==> config.mk <==
export PLATFORM = sky130hd
export DESIGN_NAME = fu_scalar_lsq
export DESIGN_NICKNAME = d
export VERILOG_FILES = /design/src/rtl/datapath_pkg.sv /design/src/rtl/isa_pkg.sv /design/src/rtl/lsq_fifo.sv /design/src/rtl/fu_scalar_lsq.sv
export SDC_FILE = /design/constraint.sdc
export NUM_CORES = 1
export LEC_CHECK = 0
export CAP_MARGIN = 25
export CORE_MARGIN = 1
export CORE_UTILIZATION = 40
export CTS_CLUSTER_SIZE = 14
export DETAILED_ROUTE_END_ITERATION = 8
export GPL_TIMING_DRIVEN = 1
export PLACE_DENSITY = 0.63
export REMOVE_ABC_BUFFERS = 1
export SYNTH_ARGS = -nofsm -noshare
export SYNTH_HDL_FRONTEND = slang
export SYNTH_SLANG_ARGS = --single-unit
export TNS_END_PERCENT = 100
==> constraint.sdc <==
create_clock -name CLK -period 4.75 [get_ports CLK]
set_input_delay 0.475 -clock CLK [delete_from_list [all_inputs] [get_ports CLK]]
set_output_delay 0.475 -clock CLK [all_outputs]
set_load 0.02 [all_outputs]
==> src/rtl/datapath_pkg.sv <==
// Load/store datapath types: access size, queue entry layout and LSQ FSM states.
package datapath_pkg;

  typedef enum logic [1:0] {
    LS_B = 2'd0,
    LS_H = 2'd1,
    LS_W = 2'd2
  } ls_size_t;

  typedef enum logic [1:0] {
    IDLE   = 2'd0,
    ACCESS = 2'd1,
    RESP   = 2'd2
  } lsq_state_t;

  // The destination tag travels alongside this struct in the queue word.
  typedef struct packed {
    logic [31:0] ea;
    logic [31:0] sdata;
    logic [3:0]  be;
    ls_size_t    size;
    logic        uns;
    logic        is_store;
    logic        fault;
  } lsq_entry_t;

endpackage

==> src/rtl/isa_pkg.sv <==
// ISA-level types shared across the scalar pipeline.
package isa_pkg;

  typedef enum logic [1:0] {
    MEM_NONE  = 2'd0,
    LOAD      = 2'd1,
    STORE     = 2'd2,
    MEM_FENCE = 2'd3
  } mem_type_t;

endpackage

==> src/rtl/lsq_fifo.sv <==
// Generic DEPTH x W synchronous FIFO with flush; pointers carry an extra wrap bit.
module lsq_fifo #(
  parameter int DEPTH = 4,
  parameter int W     = 8
) (
  input  logic         CLK,
  input  logic         nRST,
  input  logic         flush,
  input  logic         push,
  input  logic         pop,
  input  logic [W-1:0] wdata,
  output logic [W-1:0] rdata,
  output logic         full,
  output logic         empty
);
  localparam int AW = $clog2(DEPTH);
  localparam logic [AW:0] PTR_ONE = {{AW{1'b0}}, 1'b1};

  logic [W-1:0] r_mem [DEPTH];
  logic [AW:0]  r_wptr;
  logic [AW:0]  r_rptr;

  always_ff @(posedge CLK or negedge nRST) begin
    if (!nRST) begin
      r_wptr <= '0;
      r_rptr <= '0;
    end else if (flush) begin
      r_wptr <= '0;
      r_rptr <= '0;
    end else begin
      if (push && !full) r_wptr <= r_wptr + PTR_ONE;
      if (pop && !empty) r_rptr <= r_rptr + PTR_ONE;
    end
  end

  always_ff @(posedge CLK) begin
    if (push && !full && !flush) r_mem[r_wptr[AW-1:0]] <= wdata;
  end

  assign empty = (r_wptr == r_rptr);
  assign full  = (r_wptr[AW] != r_rptr[AW]) && (r_wptr[AW-1:0] == r_rptr[AW-1:0]);
  assign rdata = r_mem[r_rptr[AW-1:0]];

endmodule

==> src/rtl/fu_scalar_lsq.sv <==
// Scalar load/store unit: queued issue, one in-order dmem access at a time, tagged writeback.
// Define LS_MISALIGN_TRAP_EN to fault misaligned half/word accesses instead of forcing alignment.
module fu_scalar_lsq
  import isa_pkg::*;
  import datapath_pkg::*;
#(
  parameter int DEPTH = 4,
  parameter int TAG_W = 5
) (
  input  logic             CLK,
  input  logic             nRST,
  input  logic             flush,
  input  logic             req_valid,
  output logic             req_ready,
  input  mem_type_t        req_mem_type,
  input  ls_size_t         req_size,
  input  logic             req_unsigned,
  input  logic [31:0]      rs1,
  input  logic [31:0]      rs2,
  input  logic [31:0]      imm,
  input  logic [TAG_W-1:0] req_tag,
  output logic             dmemREN,
  output logic             dmemWEN,
  output logic [31:0]      dmemaddr,
  output logic [31:0]      dmemstore,
  output logic [3:0]       dmem_be,
  input  logic             dhit_in,
  input  logic [31:0]      dmem_in,
  output logic             resp_valid,
  input  logic             resp_ready,
  output logic [TAG_W-1:0] resp_tag,
  output logic [31:0]      resp_data,
  output logic             resp_is_store,
  output logic             resp_fault
);
  localparam int EW = $bits(lsq_entry_t);
  localparam int FW = TAG_W + EW;

  lsq_state_t       r_state, w_next;
  lsq_entry_t       r_act, w_enq, w_head;
  logic [TAG_W-1:0] r_act_tag, w_head_tag;
  logic [31:0]      r_ld_word, w_ea;
  logic [FW-1:0]    w_head_raw;
  logic             w_full, w_empty, w_push, w_pop;

  function automatic logic [3:0] byte_en(ls_size_t sz, logic [1:0] a);
    case (sz)
      LS_B:    return 4'b0001 << a;
      LS_H:    return 4'b0011 << {a[1], 1'b0};
      default: return 4'b1111;
    endcase
  endfunction

  function automatic logic [31:0] lane_store(ls_size_t sz, logic [1:0] a, logic [31:0] d);
    case (sz)
      LS_B:    return {24'b0, d[7:0]} << {a, 3'b000};
      LS_H:    return {16'b0, d[15:0]} << {a[1], 4'b0000};
      default: return d;
    endcase
  endfunction

  function automatic logic [31:0] load_fmt(lsq_entry_t e, logic [31:0] w);
    logic [7:0]  b;
    logic [15:0] h;
    b = w[{e.ea[1:0], 3'b000} +: 8];
    h = e.ea[1] ? w[31:16] : w[15:0];
    case (e.size)
      LS_B:    return e.uns ? {24'b0, b} : {{24{b[7]}}, b};
      LS_H:    return e.uns ? {16'b0, h} : {{16{h[15]}}, h};
      default: return w;
    endcase
  endfunction

`ifdef LS_MISALIGN_TRAP_EN
  function automatic logic misaligned(ls_size_t sz, logic [1:0] a);
    return (sz == LS_H && a[0]) || (sz == LS_W && a != 2'b00);
  endfunction
`endif

  assign w_ea = rs1 + imm;

  always_comb begin
    w_enq.ea       = w_ea;
    w_enq.sdata    = lane_store(req_size, w_ea[1:0], rs2);
    w_enq.be       = byte_en(req_size, w_ea[1:0]);
    w_enq.size     = req_size;
    w_enq.uns      = req_unsigned;
    w_enq.is_store = (req_mem_type == STORE);
`ifdef LS_MISALIGN_TRAP_EN
    w_enq.fault    = misaligned(req_size, w_ea[1:0]);
`else
    w_enq.fault    = 1'b0;
`endif
  end

  assign req_ready  = !w_full && !flush;
  assign w_push     = req_valid && req_ready && (req_mem_type == LOAD || req_mem_type == STORE);
  // A flush cycle never pops, so the head cannot slip into the active slot as it is discarded.
  assign w_pop      = !w_empty && !flush &&
                      (r_state == IDLE || (r_state == RESP && resp_ready));
  assign w_head_tag = w_head_raw[FW-1 -: TAG_W];
  assign w_head     = lsq_entry_t'(w_head_raw[EW-1:0]);

  lsq_fifo #(.DEPTH(DEPTH), .W(FW)) u_fifo (
    .CLK   (CLK),
    .nRST  (nRST),
    .flush (flush),
    .push  (w_push),
    .pop   (w_pop),
    .wdata ({req_tag, w_enq}),
    .rdata (w_head_raw),
    .full  (w_full),
    .empty (w_empty)
  );

  always_ff @(posedge CLK or negedge nRST) begin
    if (!nRST) r_state <= IDLE;
    else       r_state <= w_next;
  end

  always_ff @(posedge CLK) begin
    if (w_pop) begin
      r_act     <= w_head;
      r_act_tag <= w_head_tag;
    end
    if (r_state == ACCESS && dhit_in) r_ld_word <= dmem_in;
  end

  always_comb begin
    w_next        = r_state;
    dmemREN       = 1'b0;
    dmemWEN       = 1'b0;
    dmemaddr      = '0;
    dmemstore     = '0;
    dmem_be       = '0;
    resp_valid    = 1'b0;
    resp_tag      = '0;
    resp_data     = '0;
    resp_is_store = 1'b0;
    resp_fault    = 1'b0;
    case (r_state)
      IDLE: begin
        if (w_pop) w_next = w_head.fault ? RESP : ACCESS;
      end
      ACCESS: begin
        dmemREN   = !r_act.is_store && !dhit_in;
        dmemWEN   = r_act.is_store && !dhit_in;
        dmemaddr  = {r_act.ea[31:2], 2'b00};
        dmemstore = r_act.sdata;
        dmem_be   = r_act.be;
        if (dhit_in) w_next = RESP;
      end
      RESP: begin
        resp_valid    = 1'b1;
        resp_tag      = r_act_tag;
        resp_is_store = r_act.is_store;
        resp_data     = r_act.fault    ? r_act.ea :
                        r_act.is_store ? 32'h0    : load_fmt(r_act, r_ld_word);
`ifdef LS_MISALIGN_TRAP_EN
        resp_fault    = r_act.fault;
`endif
        if (resp_ready) w_next = w_pop ? (w_head.fault ? RESP : ACCESS) : IDLE;
      end
      default: w_next = IDLE;
    endcase
  end

endmodule

# Yosys cells after proc, flatten, opt, wreduce, memory -nomap -nowiden
# Memory sizes are Yosys's and may differ from the RTL's. A register that Yosys moved wholly into a read port is not among the register bits.
# Cells that the tools add are included.
# Widths: inputs -> output; s select.
[word_totals]
reg_bits = 41
mem_bits_rw = 308
inputBits = 144
out_inout_bits = 111
word_cells = 81
memories = 1
[op_classes]
n_addsub = 3
n_eq_ne = 12
shifts = 5
muxes = 29
n_reduce_logical = 26
[memory_table]
columns = ["memory", "words", "word_bits", "rd", "rd_ports_with_merged_regs", "wr", "line", "source"]
rows = [
  ["u_fifo.r_mem", 4, 77, 1, 1, 1, "lsq_fifo.sv:19", "logic [W-1:0] r_mem [DEPTH];"],
]
[op_table]
columns = ["cell", "n"]
rows = [
  ["$mux 32", 7],
  ["$pmux 32 s2", 2],
  ["$add 32x32->32", 1],
  ["$shiftx 32x6->8", 1],
  ["$shl 16x5->32", 1],
  ["$shl 8x5->32", 1],
  ["$mux 16", 1],
  ["$logic_and 1x1->1", 13],
  ["$mux 3", 4],
  ["$mux 2", 5],
  ["$eq 2x1->1 const B", 4],
  ["$pmux 4 s2", 1],
  ["$add 3x1->3 const B", 2],
  ["$logic_not 2->1", 3],
  ["$mux 1", 6],
  ["$pmux 2 s3", 1],
  ["$logic_not 1->1", 5],
  ["$mux 5", 1],
  ["$eq 2x2->1 const B", 2],
  ["$mux 4", 1],
  ["$ne 2x2->1 const B", 2],
  ["$reduce_bool 2->1", 2],
  ["$shl 1x2->4 const A", 1],
  ["$shl 2x2->4 const A", 1],
  ["other kinds (6)", 7],
]

# Logic depth before layout (Yosys ltp)
[logic_depth]
ltp_word = 10
depth_mapped = 10
depth_no_buf = 10

# By module
# Synthesis repeated with hierarchy kept, for this count alone.
[hier_totals]
hier_cells = 1164
hier_area_um2 = 18811.8
[by_module_without_submodules]
columns = ["mod", "instances", "cells_each", "area_per_inst_um2", "seq_area_each_um2"]
rows = [
  ["lsq_fifo", 1, 475, 11786.3, 9519.1],
  ["fu_scalar_lsq", 1, 689, 7025.5, 3353.2],
]

# Least setup slack after synthesis
# No wires, ideal clock.
[synth_timing]
path_kind = "input port to flip-flop"
start = "in req_mem_type[0]"
end = "mem u_fifo.r_mem[3][0] (netlist name), enable pin"
setup_time_ns = 0.445
t_arrival_ns = 3.159
required_ns = 4.305
slack_ns = 1.145
stages = 4
n_path_buf = 0
cell_sequence = "inv_1 -> ha_1 -> nor4b_2 -> and2_1"
[synth_between]
elab_chain_len = 7
elab_cells_between_ends = 8
cone_classes = "eq/ne (2); mux (2); reduce/logical (4)"
[synth_rtl]
columns = ["element", "line", "source"]
rows = [
  ["from (decl)", "fu_scalar_lsq.sv:15", "input mem_type_t req_mem_type,"],
  ["$eq 2x1->1 / $eq 2x2->1 (equally long branches)", "fu_scalar_lsq.sv:97", "assign w_push = req_valid && req_ready && (req_mem_type == LOAD || req_mem_type == STORE);"],
  ["$logic_or 1x1->1 *", "fu_scalar_lsq.sv:97", ""],
  ["$logic_and 1x1->1 *", "fu_scalar_lsq.sv:97", ""],
  ["$logic_and 1x1->1 * (2 in a row)", "lsq_fifo.sv:37", "if (push && !full && !flush) r_mem[r_wptr[AW-1:0]] <= wdata;"],
  ["$mux 1 *", "lsq_fifo.sv:37", ""],
  ["$mux 1 (not written as such) *", "lsq_fifo.sv:37", ""],
  ["to (decl)", "lsq_fifo.sv:19", ""],
]
# Every way passes the cells marked *; elsewhere a longest branch is shown, timed or not.

# Worst setup path in the final report
[layout_timing]
start = "reg r_act[42] (netlist name)"
end = "out resp_data[29]"
[layout_between]
elab_chain_len = 6
elab_cells_between_ends = 8
cone_classes = "shift (1); mux (7)"
[layout_rtl]
columns = ["element", "line", "source"]
rows = [
  ["$shiftx 32x6->8 / $mux 16 (equally long branches)", "fu_scalar_lsq.sv:65, fu_scalar_lsq.sv:66", ""],
  ["$mux 32 (on tied branches)", "fu_scalar_lsq.sv:68, fu_scalar_lsq.sv:69", ""],
  ["$pmux 32 s2 *", "fu_scalar_lsq.sv:67", "case (e.size)"],
  ["$mux 32 *", "fu_scalar_lsq.sv:158", "r_act.is_store ? 32'h0 : load_fmt(r_act, r_ld_word);"],
  ["$mux 32 *", "fu_scalar_lsq.sv:157", "resp_data = r_act.fault ? r_act.ea :"],
  ["$mux 32 *", "fu_scalar_lsq.sv:141", "case (r_state)"],
  ["to (decl)", "fu_scalar_lsq.sv:32", "output logic [31:0] resp_data,"],
]
# Marked as above.

==> results.ini <==
[status]
status = finished, final reports clean

[critical_path]
cpPeakStageDelay_ps = 830
cpLargestDelayFamily = compound AO/OA/AOI/OAI gates
crit_buf_inv = 1
path_cells = mux2_2 > nand2_1 > o21ai_1 > a21oi_4 > a21oi_1 > o21ai_2 > a21oi_1 > clkdlybuf4s50_1
worstSetupStartpointType = flop
cp_slowest_cell = edfxtp_1
cp.required_ps = 4280
arrival_ps = 3390
path_class = flop to output pin
path_max_fanout = 24
cp_common_cell = a21oi_1
end_kind = output pin

[timing]
layout_min_cycle_time_ps = 3860
holdWs_ps = 229
worstMarginPinSlew_ps = 922
hold_viol = 0
maxSlewViolCount = 0
fin_crit_sh_pct = 81.3
setup_violations = 0
rsz0062_at_grt = false
finClkSkew_ps = 15.4
maxSlewHeadroom_pct = 38.5
max_freq_ghz = 0.259

[clock_tree]
clock_sinks = 425
root_buffer = clkbuf_16
cts_htree_levels = 2
post_cts_resize_count = 0
cts_tree = yes
hold_buffers = 0
clk_pin_slew_ps = 60
clk_latency_ps = 540
post_cts_buffers = 0
numCtsBuffers = 43
cts_buffer_depth = 3

[cells_and_area]
fillCellCount = 3706
final_util_pct = 51.3
multi_input_area_sq_um = 5080
register_area_sq_um = 12700
area_growth_pct = 25.5
drive_above_1_share_pct = 13.9
diodes = 0
nets = 1525
final_cell_area_sq_um = 22800

[logic_synthesis]
postSynth.asyncResetShare_pct = 1.88
synth-seq-area-share_pct = 69.9
yosysTopAreaCell = edfxtp_1
synth_warnings = 0
syn_inst = 1078
ys_types = 74
syn_area_sq_um = 18200
synth_top_area_share_pct = 68.8
synth_area_leaders = edfxtp_1 (69%), mux4_2 (9.5%), and2_1 (2.8%), ha_1 (2.5%), a21oi_1 (1.4%)
ys_ff_latch = 425
yosys-top-cells-count = edfxtp_1 (417), and2_1 (80), mux4_2 (77)
synth_top_flop_cell = edfxtp_1
yosysMostFrequentCell = edfxtp_1
synth-edff-count = 417
avgSynthCellArea_sq_um = 16.9

[grt]
grt_max_degree = 78
grt_overflow = 0
grt_pass1_vias = 10600
grt_pass1_wl_mm = 61.6
antenna_found_initial = 1
grt.total_usage_pct = 17.4

[drt]
drtIter0Drc = 769
wl_per_cell_microns = 20.5
wl_mm = 40.3
final_antenna_net_count = 0
drc = 0
dr.pass1.iters = 7
vias = 10300
routed_via_density = 5.21

[die]
start_util_pct = 40.9
fp.dieW_microns = 215
io_pins = 255
rows = 77
die_y_microns = 215
core_area_sq_um = 44500
dieArea_sq_um = 46300

[placement]
dp_hpwl_mm = 25.8
postPlaceCellArea_sq_um = 21400
gp_congestion = 0.793
port_buffers = 251

[power_and_ir_drop]
p_total_mw = 10.6
powerDensity_nw_per_um2 = 463
peakVddDrop_mv = 0.283
p_leak_nw = 7.64

[job]
cap_viol_max_count = 0

[hold_path]
hold_class = input pin to asynchronous set/reset pin

==> layout make-up <==
cell class                 instances  area share [%]
sequential                       425            55.8
inverter                          50           0.833
multi-input combinational        556            22.3
tap                              592            3.24
clock buffer                      54            4.89
timing repair buffer             267            11.8
clock inverter                    24            1.17
==> worst paths after layout <==
kind,start,end,slack [ps],depth (start not counted)
setup / recovery,r_act[42],resp_data[29],890,8
hold / removal,nRST,r_state[0],230,1
setup reg to reg,u_fifo.r_rptr[1],u_fifo.r_mem[0][23],1760,5
hold reg to reg,u_fifo.r_wptr[2],u_fifo.r_wptr[2],510,1
max in group asynchronous,nRST,u_fifo.r_rptr[0],4200,1
min in group CLK,dmem_in[27],r_ld_word[27],490,1
==> report_power, final <==
part	total (mW)	switching, mW	internal, mW	leakage [nW]
Clock	3.35	1.36	1.99	0.674
Combinational	2.56	1.40	1.16	3.07
Sequential	4.67	0.0984	4.57	3.90
Total	10.6	2.85	7.73	7.64
==> per-layer routing <==
metal	GRT usage [%]	vias up	share of wire, %
li1	-	4755	-
met5	0	-	0.032
met1	23.1	5092	43
met2	29.2	350	48
met3	3.37	61	6.3
met4	4.37	2	2.0
==> flip-flops by register name, indices dropped and copies added, names as in the netlist <==
register and cells:
u_fifo.r_mem 308, r_act 72, u_fifo.r_wptr 3, r_state 2, r_ld_word 32, r_act_tag 5
u_fifo.r_rptr 3
==> cells in the final DEF (no fill, tap or decap), types with 8 or more instances in the layout <==
master / Yosys / layout
a21oi_1: 50 / 50
a222oi_1: 8 / 8
a22o_1: 10 / 10
a22oi_1: 8 / 8
a31oi_1: 8 / 8
and2_1: 80 / 76
buf_4: 4 / 11
clkbuf_1: 29 / 11
clkbuf_16: 0 / 43
clkdlybuf4s50_1: 0 / 251
clkinv_1: 1 / 12
edfxtp_1: 417 / 417
ha_1: 37 / 37
inv_1: 49 / 48
mux4_2: 77 / 77
nand2_1: 50 / 50
nor2_1: 34 / 34
nor2b_1: 14 / 13
o21ai_0: 30 / 30
xnor2_1: 21 / 21
xor2_1: 11 / 11
==> stage by stage <==
stage	worst slack [ps]	std cells	setup TNS (ps)
after global placement	1420	1888	0
after floorplan	-1420	1031	-505910
after global routing	620	1968	0
after detailed placement	1370	1890	0
final	888	1968	0
after CTS	884	1968	0
==> cell families after synthesis <==
group / synth area share [%]
flip-flops: 69.9
AND/OR/NAND/NOR: 6.39
AO/OA/AOI/OAI: 7.50
buffers and inverters: 2.26
multiplexers: 9.70
adder cells (fa/ha/maj): 2.65
XOR/XNOR: 1.54
other: 0.0206
(Power assumes the default switching activity.)
